`config.mk`:
```
export PLATFORM = sky130hd
export DESIGN_NAME = spectral_peak_tracker
export DESIGN_NICKNAME = d
export VERILOG_FILES = /design/src/rtl/spectral_peak_tracker_pkg.sv /design/src/rtl/spectral_peak_tracker_cmp_tree.sv /design/src/rtl/spectral_peak_tracker.sv
export SDC_FILE = /design/constraint.sdc
export NUM_CORES = 2
export LEC_CHECK = 0
export CORE_UTILIZATION = 62
export DETAILED_ROUTE_END_ITERATION = 16
export PLACE_DENSITY = 0.81
export SLEW_MARGIN = 20
export SYNTH_ARGS = -nofsm -noshare
export SYNTH_HDL_FRONTEND = slang
export SYNTH_SLANG_ARGS = --single-unit
```
`constraint.sdc`:
```
create_clock -name clk -period 15.85 [get_ports clk]
set_input_delay 4.755 -clock clk [delete_from_list [all_inputs] [get_ports clk]]
set_output_delay 4.755 -clock clk [all_outputs]
set_load 0.01 [all_outputs]
```
`src/rtl/spectral_peak_tracker_pkg.sv`:
```
// -----------------------------------------------------------------------------
// spt_pkg
// Shared types and width helpers for the spectral peak tracker.
//   spt_state_e  : tracker FSM states (ACCUM, SCAN, HOLD)
//   clog2_min1() : $clog2 that never returns 0, so counters stay at least 1 bit
//   bin_w()      : width of a bin index for a given NBINS
//   beat_w()     : width of the beat/scan counters for NBINS/LANES beats
//   frm_w()      : width of the frame counter for ACC_FRAMES frames
// -----------------------------------------------------------------------------
package spt_pkg;

  typedef enum logic [1:0] {
    ACCUM = 2'd0,
    SCAN  = 2'd1,
    HOLD  = 2'd2
  } spt_state_e;

  function automatic int clog2_min1(input int n);
    return (n <= 1) ? 1 : $clog2(n);
  endfunction

  function automatic int bin_w(input int nbins);
    return clog2_min1(nbins);
  endfunction

  function automatic int beat_w(input int nbins, input int lanes);
    return clog2_min1(nbins / lanes);
  endfunction

  function automatic int frm_w(input int acc_frames);
    return clog2_min1(acc_frames);
  endfunction

endpackage

```
`src/rtl/spectral_peak_tracker_cmp_tree.sv`:
```
// -----------------------------------------------------------------------------
// peak_cmp_tree
// Combinational LANES-input argmax. Lanes are paired up in a binary tree of
// 2-input max/tag muxes; at every node the higher-index side only wins when it
// is strictly larger, so ties resolve to the lowest lane index.
// Ports:
//   mags      in   LANES*MAG_W  lane l magnitude at bits l*MAG_W+:MAG_W
//   best_mag  out  MAG_W        largest magnitude
//   best_lane out  LANE_W       lane that holds it (lowest index on ties)
// -----------------------------------------------------------------------------
module peak_cmp_tree
  import spt_pkg::*;
#(
  parameter int MAG_W  = 34,
  parameter int LANES  = 4,
  localparam int LANE_W = clog2_min1(LANES)
) (
  input  logic [LANES*MAG_W-1:0] mags,
  output logic [MAG_W-1:0]       best_mag,
  output logic [LANE_W-1:0]      best_lane
);

  // Tree padded to a power of two; padding leaves carry magnitude 0 and can
  // never win against a real lane because replacement needs strict '>'.
  localparam int LP = 1 << $clog2(LANES);

  // Heap layout: root at 0, children of n at 2n+1 (lower lanes) and 2n+2.
  logic [MAG_W-1:0]  node_mag [2*LP-1];
  logic [LANE_W-1:0] node_tag [2*LP-1];

  genvar gi;
  generate
    for (gi = 0; gi < LP; gi++) begin : g_leaf
      if (gi < LANES) begin : g_real
        assign node_mag[LP-1+gi] = mags[gi*MAG_W +: MAG_W];
      end else begin : g_pad
        assign node_mag[LP-1+gi] = '0;
      end
      assign node_tag[LP-1+gi] = LANE_W'(gi);
    end

    for (gi = 0; gi < LP-1; gi++) begin : g_node
      logic right_wins;
      assign right_wins    = node_mag[2*gi+2] > node_mag[2*gi+1];
      assign node_mag[gi]  = right_wins ? node_mag[2*gi+2] : node_mag[2*gi+1];
      assign node_tag[gi]  = right_wins ? node_tag[2*gi+2] : node_tag[2*gi+1];
    end
  endgenerate

  assign best_mag  = node_mag[0];
  assign best_lane = node_tag[0];

endmodule

```
`src/rtl/spectral_peak_tracker.sv`:
```
// -----------------------------------------------------------------------------
// spectral_peak_tracker
// Streaming FFT-magnitude peak detector. Bins arrive LANES per beat, are summed
// per bin over ACC_FRAMES frames, then the sums are scanned LANES per cycle for
// the argmax bin (lowest index wins ties). The result is held until accepted.
// Ports:
//   clk, rst_n  clock, asynchronous active-low reset
//   clear       synchronous abort of partial sums and any pending result
//   in_valid/in_ready/in_data/in_last   beat input (lane l = bin beat*LANES+l)
//   out_valid/out_ready/out_bin/out_mag result output, held until handshake
//   frame_err   one-cycle pulse when in_last does not match the beat position
// -----------------------------------------------------------------------------
module spectral_peak_tracker
  import spt_pkg::*;
#(
  parameter int DATA_W     = 32,
  parameter int NBINS      = 16,
  parameter int LANES      = 4,
  parameter int ACC_FRAMES = 4,
  localparam int ACC_W     = DATA_W + $clog2(ACC_FRAMES) + 1,
  localparam int BIN_W     = bin_w(NBINS)
) (
  input  logic                    clk,
  input  logic                    rst_n,
  input  logic                    clear,
  input  logic                    in_valid,
  output logic                    in_ready,
  input  logic [LANES*DATA_W-1:0] in_data,
  input  logic                    in_last,
  output logic                    out_valid,
  input  logic                    out_ready,
  output logic [BIN_W-1:0]        out_bin,
  output logic [ACC_W-1:0]        out_mag,
  output logic                    frame_err
);

  localparam int BEATS  = NBINS / LANES;
  localparam int BEAT_W = beat_w(NBINS, LANES);
  localparam int FRM_W  = frm_w(ACC_FRAMES);
  localparam int LANE_W = clog2_min1(LANES);

  spt_state_e        state_reg, state_next;
  logic [BEAT_W-1:0] beat_cnt_reg;
  logic [BEAT_W-1:0] scan_idx_reg;
  logic [FRM_W-1:0]  frame_cnt_reg;
  logic              commit_reg;
  logic [ACC_W-1:0]  best_mag_reg;
  logic [BIN_W-1:0]  best_bin_reg;
  logic              out_valid_reg;
  logic [BIN_W-1:0]  out_bin_reg;
  logic [ACC_W-1:0]  out_mag_reg;
  logic              frame_err_reg;

  logic [ACC_W-1:0]  acc_reg [NBINS];

  // ---------------------------------------------------------------------------
  // Input beat qualification
  // ---------------------------------------------------------------------------
  logic beat_fire, last_beat, frm_mismatch, acc_we, run_done;

  assign in_ready     = (state_reg == ACCUM);
  assign beat_fire    = in_valid && in_ready && !clear;
  assign last_beat    = (beat_cnt_reg == BEAT_W'(BEATS-1));
  assign frm_mismatch = beat_fire && (in_last != last_beat);
  assign acc_we       = beat_fire && !frm_mismatch;
  assign run_done     = acc_we && last_beat && (frame_cnt_reg == FRM_W'(ACC_FRAMES-1));

  logic [DATA_W-1:0] lane_data [LANES];
  logic [BIN_W-1:0]  wr_base;
  logic [BIN_W-1:0]  scan_base;
  logic [LANES*ACC_W-1:0] scan_mags;

  assign wr_base   = BIN_W'(int'(beat_cnt_reg) * LANES);
  assign scan_base = BIN_W'(int'(scan_idx_reg) * LANES);

  genvar gi;
  generate
    for (gi = 0; gi < LANES; gi++) begin : g_lane
      assign lane_data[gi]                  = in_data[gi*DATA_W +: DATA_W];
      assign scan_mags[gi*ACC_W +: ACC_W]   = acc_reg[scan_base + BIN_W'(gi)];
    end
  endgenerate

  // ---------------------------------------------------------------------------
  // Scan comparator
  // ---------------------------------------------------------------------------
  logic [ACC_W-1:0]  cmp_mag;
  logic [LANE_W-1:0] cmp_lane;
  logic [BIN_W-1:0]  cand_bin;
  logic              take_cand;

  peak_cmp_tree #(
    .MAG_W (ACC_W),
    .LANES (LANES)
  ) u_cmp_tree (
    .mags      (scan_mags),
    .best_mag  (cmp_mag),
    .best_lane (cmp_lane)
  );

  assign cand_bin  = scan_base + BIN_W'(cmp_lane);
  // First scan beat seeds the running best; later beats need a strict win so
  // an earlier (lower) bin keeps a tie.
  assign take_cand = (scan_idx_reg == '0) || (cmp_mag > best_mag_reg);

  // ---------------------------------------------------------------------------
  // FSM
  // ---------------------------------------------------------------------------
  always_ff @(posedge clk or negedge rst_n) begin
    if (!rst_n) state_reg <= ACCUM;
    else        state_reg <= state_next;
  end

  always_comb begin
    state_next = state_reg;
    if (clear) begin
      state_next = ACCUM;
    end else begin
      case (state_reg)
        ACCUM:   if (run_done)   state_next = SCAN;
        SCAN:    if (commit_reg) state_next = HOLD;
        HOLD:    if (out_ready)  state_next = ACCUM;
        default:                 state_next = ACCUM;
      endcase
    end
  end

  // ---------------------------------------------------------------------------
  // Accumulator array: frame 0 loads, later frames add. Errored beats and
  // dropped (clear) beats never write.
  // ---------------------------------------------------------------------------
  always_ff @(posedge clk) begin
    if (acc_we) begin
      for (int l = 0; l < LANES; l++) begin
        if (frame_cnt_reg == '0)
          acc_reg[wr_base + BIN_W'(l)] <= ACC_W'(lane_data[l]);
        else
          acc_reg[wr_base + BIN_W'(l)] <= acc_reg[wr_base + BIN_W'(l)] + ACC_W'(lane_data[l]);
      end
    end
  end

  // ---------------------------------------------------------------------------
  // Counters, running best and output registers
  // ---------------------------------------------------------------------------
  always_ff @(posedge clk or negedge rst_n) begin
    if (!rst_n) begin
      beat_cnt_reg  <= '0;
      frame_cnt_reg <= '0;
      scan_idx_reg  <= '0;
      commit_reg    <= 1'b0;
      best_mag_reg  <= '0;
      best_bin_reg  <= '0;
      out_valid_reg <= 1'b0;
      out_bin_reg   <= '0;
      out_mag_reg   <= '0;
      frame_err_reg <= 1'b0;
    end else begin
      frame_err_reg <= frm_mismatch;
      if (clear) begin
        beat_cnt_reg  <= '0;
        frame_cnt_reg <= '0;
        scan_idx_reg  <= '0;
        commit_reg    <= 1'b0;
        out_valid_reg <= 1'b0;
      end else begin
        case (state_reg)
          ACCUM: begin
            if (frm_mismatch) begin
              beat_cnt_reg  <= '0;
              frame_cnt_reg <= '0;
            end else if (acc_we) begin
              if (last_beat) begin
                beat_cnt_reg <= '0;
                if (run_done) begin
                  frame_cnt_reg <= '0;
                  scan_idx_reg  <= '0;
                  commit_reg    <= 1'b0;
                end else begin
                  frame_cnt_reg <= frame_cnt_reg + 1'b1;
                end
              end else begin
                beat_cnt_reg <= beat_cnt_reg + 1'b1;
              end
            end
          end
          SCAN: begin
            // BEATS compare cycles, then one cycle to register the result.
            if (!commit_reg) begin
              if (take_cand) begin
                best_mag_reg <= cmp_mag;
                best_bin_reg <= cand_bin;
              end
              if (scan_idx_reg == BEAT_W'(BEATS-1)) commit_reg   <= 1'b1;
              else                                   scan_idx_reg <= scan_idx_reg + 1'b1;
            end else begin
              out_bin_reg   <= best_bin_reg;
              out_mag_reg   <= best_mag_reg;
              out_valid_reg <= 1'b1;
              commit_reg    <= 1'b0;
            end
          end
          HOLD: begin
            if (out_ready) out_valid_reg <= 1'b0;
          end
          default: ;
        endcase
      end
    end
  end

  assign out_valid = out_valid_reg;
  assign out_bin   = out_bin_reg;
  assign out_mag   = out_mag_reg;
  assign frame_err = frame_err_reg;

endmodule

```
==> impl_metrics.json <==
{
  "cts_resized": 0,
  "seq_area_frac_synth_pct": 47.4,
  "drt-total-wl_mm": 110,
  "dr_total_vias": 28900,
  "met3_usage_pct": 5.96,
  "die_h_um": 257,
  "switching_power_mw": 1.09,
  "drtIter0Drc": 3459,
  "synth_ff_type": "edfxtp_1",
  "ctsHtreeMaxLevel": 3,
  "tritoncts": "built",
  "io_buffers": 175,
  "hold_path.class": "reg2reg",
  "drcViolationCount": 0,
  "cp_max_fo": 37,
  "gp_congestion": 0.963,
  "drive_gt1_share_pct": 14.8,
  "fin_nets": 3669,
  "cts_root_buffer": "clkbuf_16",
  "cts_buffer_depth": 3,
  "dieArea_um2": 65900,
  "cts_sinks": 649,
  "grt_busiest_layer": "met2",
  "grt_max_degree": 141,
  "core_area_um2": 63500,
  "synthesis.nets": 3535,
  "synth_edf_count": 560,
  "ys_async_sr_fraction_pct": 13.7,
  "layoutNonFillerInstCount": 4149,
  "antenna_found_initial": 1,
  "finalClockSkew_ns": 0.0242,
  "largest_reg_flops": 560,
  "status": "completed",
  "synth_cells": 3121,
  "worstSetupPathType": "reg2reg",
  "power_leakage_nw": 16.8,
  "p_sw_share_pct": 25.9,
  "area_delta_synth_final_pct": 11.8,
  "ir_worst_vdd_v": 0.0000801,
  "power.internal_mw": 3.12,
  "post-route-period-util_pct": 69.5,
  "maxCapViolations": 0,
  "worstMarginPinSlew_ns": 1.16,
  "row_count": 92,
  "worst_slew_margin_rel_pct": 20.4,
  "io_pins": 176,
  "p_per_area_nw_per_um2": 93.8,
  "use_met2_pct": 52.9,
  "cp_slowest_cell": "a2111oi_0",
  "min_period_ns": 11.02,
  "clk_latency_ns": 0.61,
  "critPathRequiredTime_ns": 16.36,
  "cp-start-kind": "flop",
  "routed_via_density": 6.96,
  "ys_types": 79,
  "dpl.hpwl_mm": 76.5,
  "clk_pin_slew_worst_paths_ns": 0.06,
  "globalRouteTotalUtil_pct": 33.5,
  "cp_common_cell": "buf_4",
  "pwr-share-comb_pct": 16.0,
  "initial_core_util_pct": 63.3,
  "grt_remaining_overflow": 0,
  "setup_viol": 0,
  "slew_violations": 0,
  "fmax_mhz": 90.7,
  "dr.pass1.iters": 6,
  "numCtsBuffers": 70,
  "critPathMaxStageDelay_ns": 1.01,
  "power.share.clock_pct": 38.3,
  "arrival_ns": 11.53,
  "rsz0062_at_grt": "false",
  "ys.warnings.count": 0,
  "grt_pass1_vias": 28500,
  "drt-wirelength-per-cell_um": 26.6,
  "cts_setup_buffers": 0,
  "worstSetupEndpointType": "flop",
  "grt_pass1_wl_mm": 168,
  "syn_area_per_cell_um2": 12.9,
  "die_w_um": 257,
  "ys_ff_latch": 649,
  "ant_nets": 0,
  "synth_area_um2": 40200,
  "place_inst": 4028,
  "cts_hold_repair.buffers": 0,
  "met1_usage_pct": 46.6,
  "tns_ns": 0,
  "power_frac_seq_pct": 45.7,
  "hold_viol": 0
}
## power groups by stage
stage / registers (mW) / clock network (mW) / logic [mW]
after floorplan: 1.94 / 0 / 0.473
after global placement: 1.95 / 0 / 0.633
after detailed placement: 1.96 / 0 / 0.656
after global routing: 1.93 / 1.68 / 0.738
after CTS: 1.92 / 1.62 / 0.663
final: 1.92 / 1.62 / 0.675
## cells in the final DEF (no fill, tap or decap), types with 72 or more instances in the layout
cell type	netlist	routed
dfrtp_1	89	85
mux2i_1	111	111
o21ai_0	188	186
mux4_2	278	278
a21oi_1	156	156
clkdlybuf4s50_1	0	174
nand2_1	258	258
nor2_1	93	93
edfxtp_1	560	560
a21o_1	85	85
ha_1	276	276
clkbuf_16	0	72
inv_1	191	191
## logic make-up after synthesis
kind of cell             after synthesis  share of synthesized area [%]
XOR/XNOR                              92                           2.00
AO/OA/AOI/OAI                        688                           11.0
multiplexers                         439                           19.8
buffers and inverters                335                           3.36
flip-flops                           649                           47.4
adder cells (fa/ha/maj)              280                           8.79
AND/OR/NAND/NOR                      638                           7.73
## through the flow
stage | instance area [um^2] | hold WS, ns | setup slack, ns | util, % | power [mW]
floorplan | 40200 | 0.441 | 0.573 | - | 2.41
global placement | 42700 | 0.471 | 5.17 | 67.2 | 2.59
detailed placement | 42700 | 0.466 | 4.99 | 67.2 | 2.61
CTS | 44900 | 0.483 | 4.88 | 70.7 | 4.21
global route | 44900 | 0.520 | 4.27 | 70.7 | 4.35
finish | 44900 | 0.483 | 4.83 | 70.7 | 4.21
## synthesized netlist by cell type (5+ instances only)
| library cell | instances | area [um^2] |
|---|---|---|
| a211o_1 | 11 | 96.3 |
| a211oi_1 | 29 | 218 |
| a21boi_0 | 6 | 45.0 |
| a21o_1 | 85 | 638 |
| a21oi_1 | 156 | 781 |
| a221o_1 | 5 | 50.1 |
| a221oi_1 | 7 | 61.3 |
| a31oi_1 | 27 | 169 |
| a41oi_1 | 5 | 43.8 |
| and2_1 | 19 | 119 |
| and3_1 | 15 | 93.8 |
| and4_1 | 7 | 61.3 |
| buf_1 | 23 | 86.3 |
| buf_2 | 34 | 170 |
| buf_4 | 7 | 52.6 |
| clkbuf_1 | 76 | 285 |
| dfrtp_1 | 89 | 2230 |
| edfxtp_1 | 560 | 16800 |
| ha_1 | 276 | 3450 |
| inv_1 | 191 | 717 |
| mux2_2 | 47 | 529 |
| mux2i_1 | 111 | 1110 |
| mux4_2 | 278 | 6260 |
| nand2_1 | 258 | 968 |
| nand2b_1 | 23 | 144 |
| nand3_1 | 56 | 280 |
| nand3b_1 | 7 | 52.6 |
| nand4_1 | 43 | 269 |
| nor2_1 | 93 | 349 |
| nor2b_1 | 18 | 113 |
| nor3_1 | 36 | 180 |
| nor3b_1 | 18 | 135 |
| nor4_1 | 10 | 62.6 |
| nor4b_1 | 7 | 61.3 |
| o211ai_1 | 25 | 188 |
| o21a_1 | 29 | 218 |
| o21ai_0 | 188 | 941 |
| o21bai_1 | 12 | 90.1 |
| o221ai_1 | 37 | 324 |
| o31ai_1 | 22 | 165 |
| or3_1 | 9 | 56.3 |
| or4_1 | 5 | 37.5 |
| xnor2_1 | 43 | 377 |
| xor2_1 | 49 | 429 |
## critical path, delay by kind of cell, from the launching register on
kind | cells | cell delay [ns]
adders and majority gates | 3 | 0.95
buffers and inverters | 4 | 1.86
AOI/OAI and AO/OA | 11 | 3.87
DFF | 1 | 0.79
muxes | 3 | 1.26
and+or+nand+nor | 7 | 2.02
## routing by layer
metal	vias to the layer above	part of all wire (%)
li1	12600	-
met1	14400	39
met2	1705	47
met3	261	10
met4	0	3.8
met5	-	0
## final timing paths
check	startpoint	end	slack [ns]	cells past startpoint
setup / recovery	scan_idx_reg[0]	best_mag_reg[8]	4.83	28
hold / removal	best_bin_reg[1]	best_bin_reg[1]	0.48	2
setup reg to reg	scan_idx_reg[0]	best_mag_reg[8]	4.83	28
hold reg to reg	best_bin_reg[1]	best_bin_reg[1]	0.48	2
max in group asynchronous	rst_n	beat_cnt_reg[1]	10.54	2
min in group asynchronous	rst_n	out_valid	4.01	1
## layout make-up
class	instances	area (um^2)
Antenna cell	1	2.50
Clock buffer	85	1880
Clock inverter	34	330
Fill cell	4199	18600
Inverter	191	717
Multi-Input combinational cell	2137	19900
Sequential cell	649	19100
Tap cell	846	1060
Timing Repair Buffer	206	2010
(Power assumes the default switching activity.)
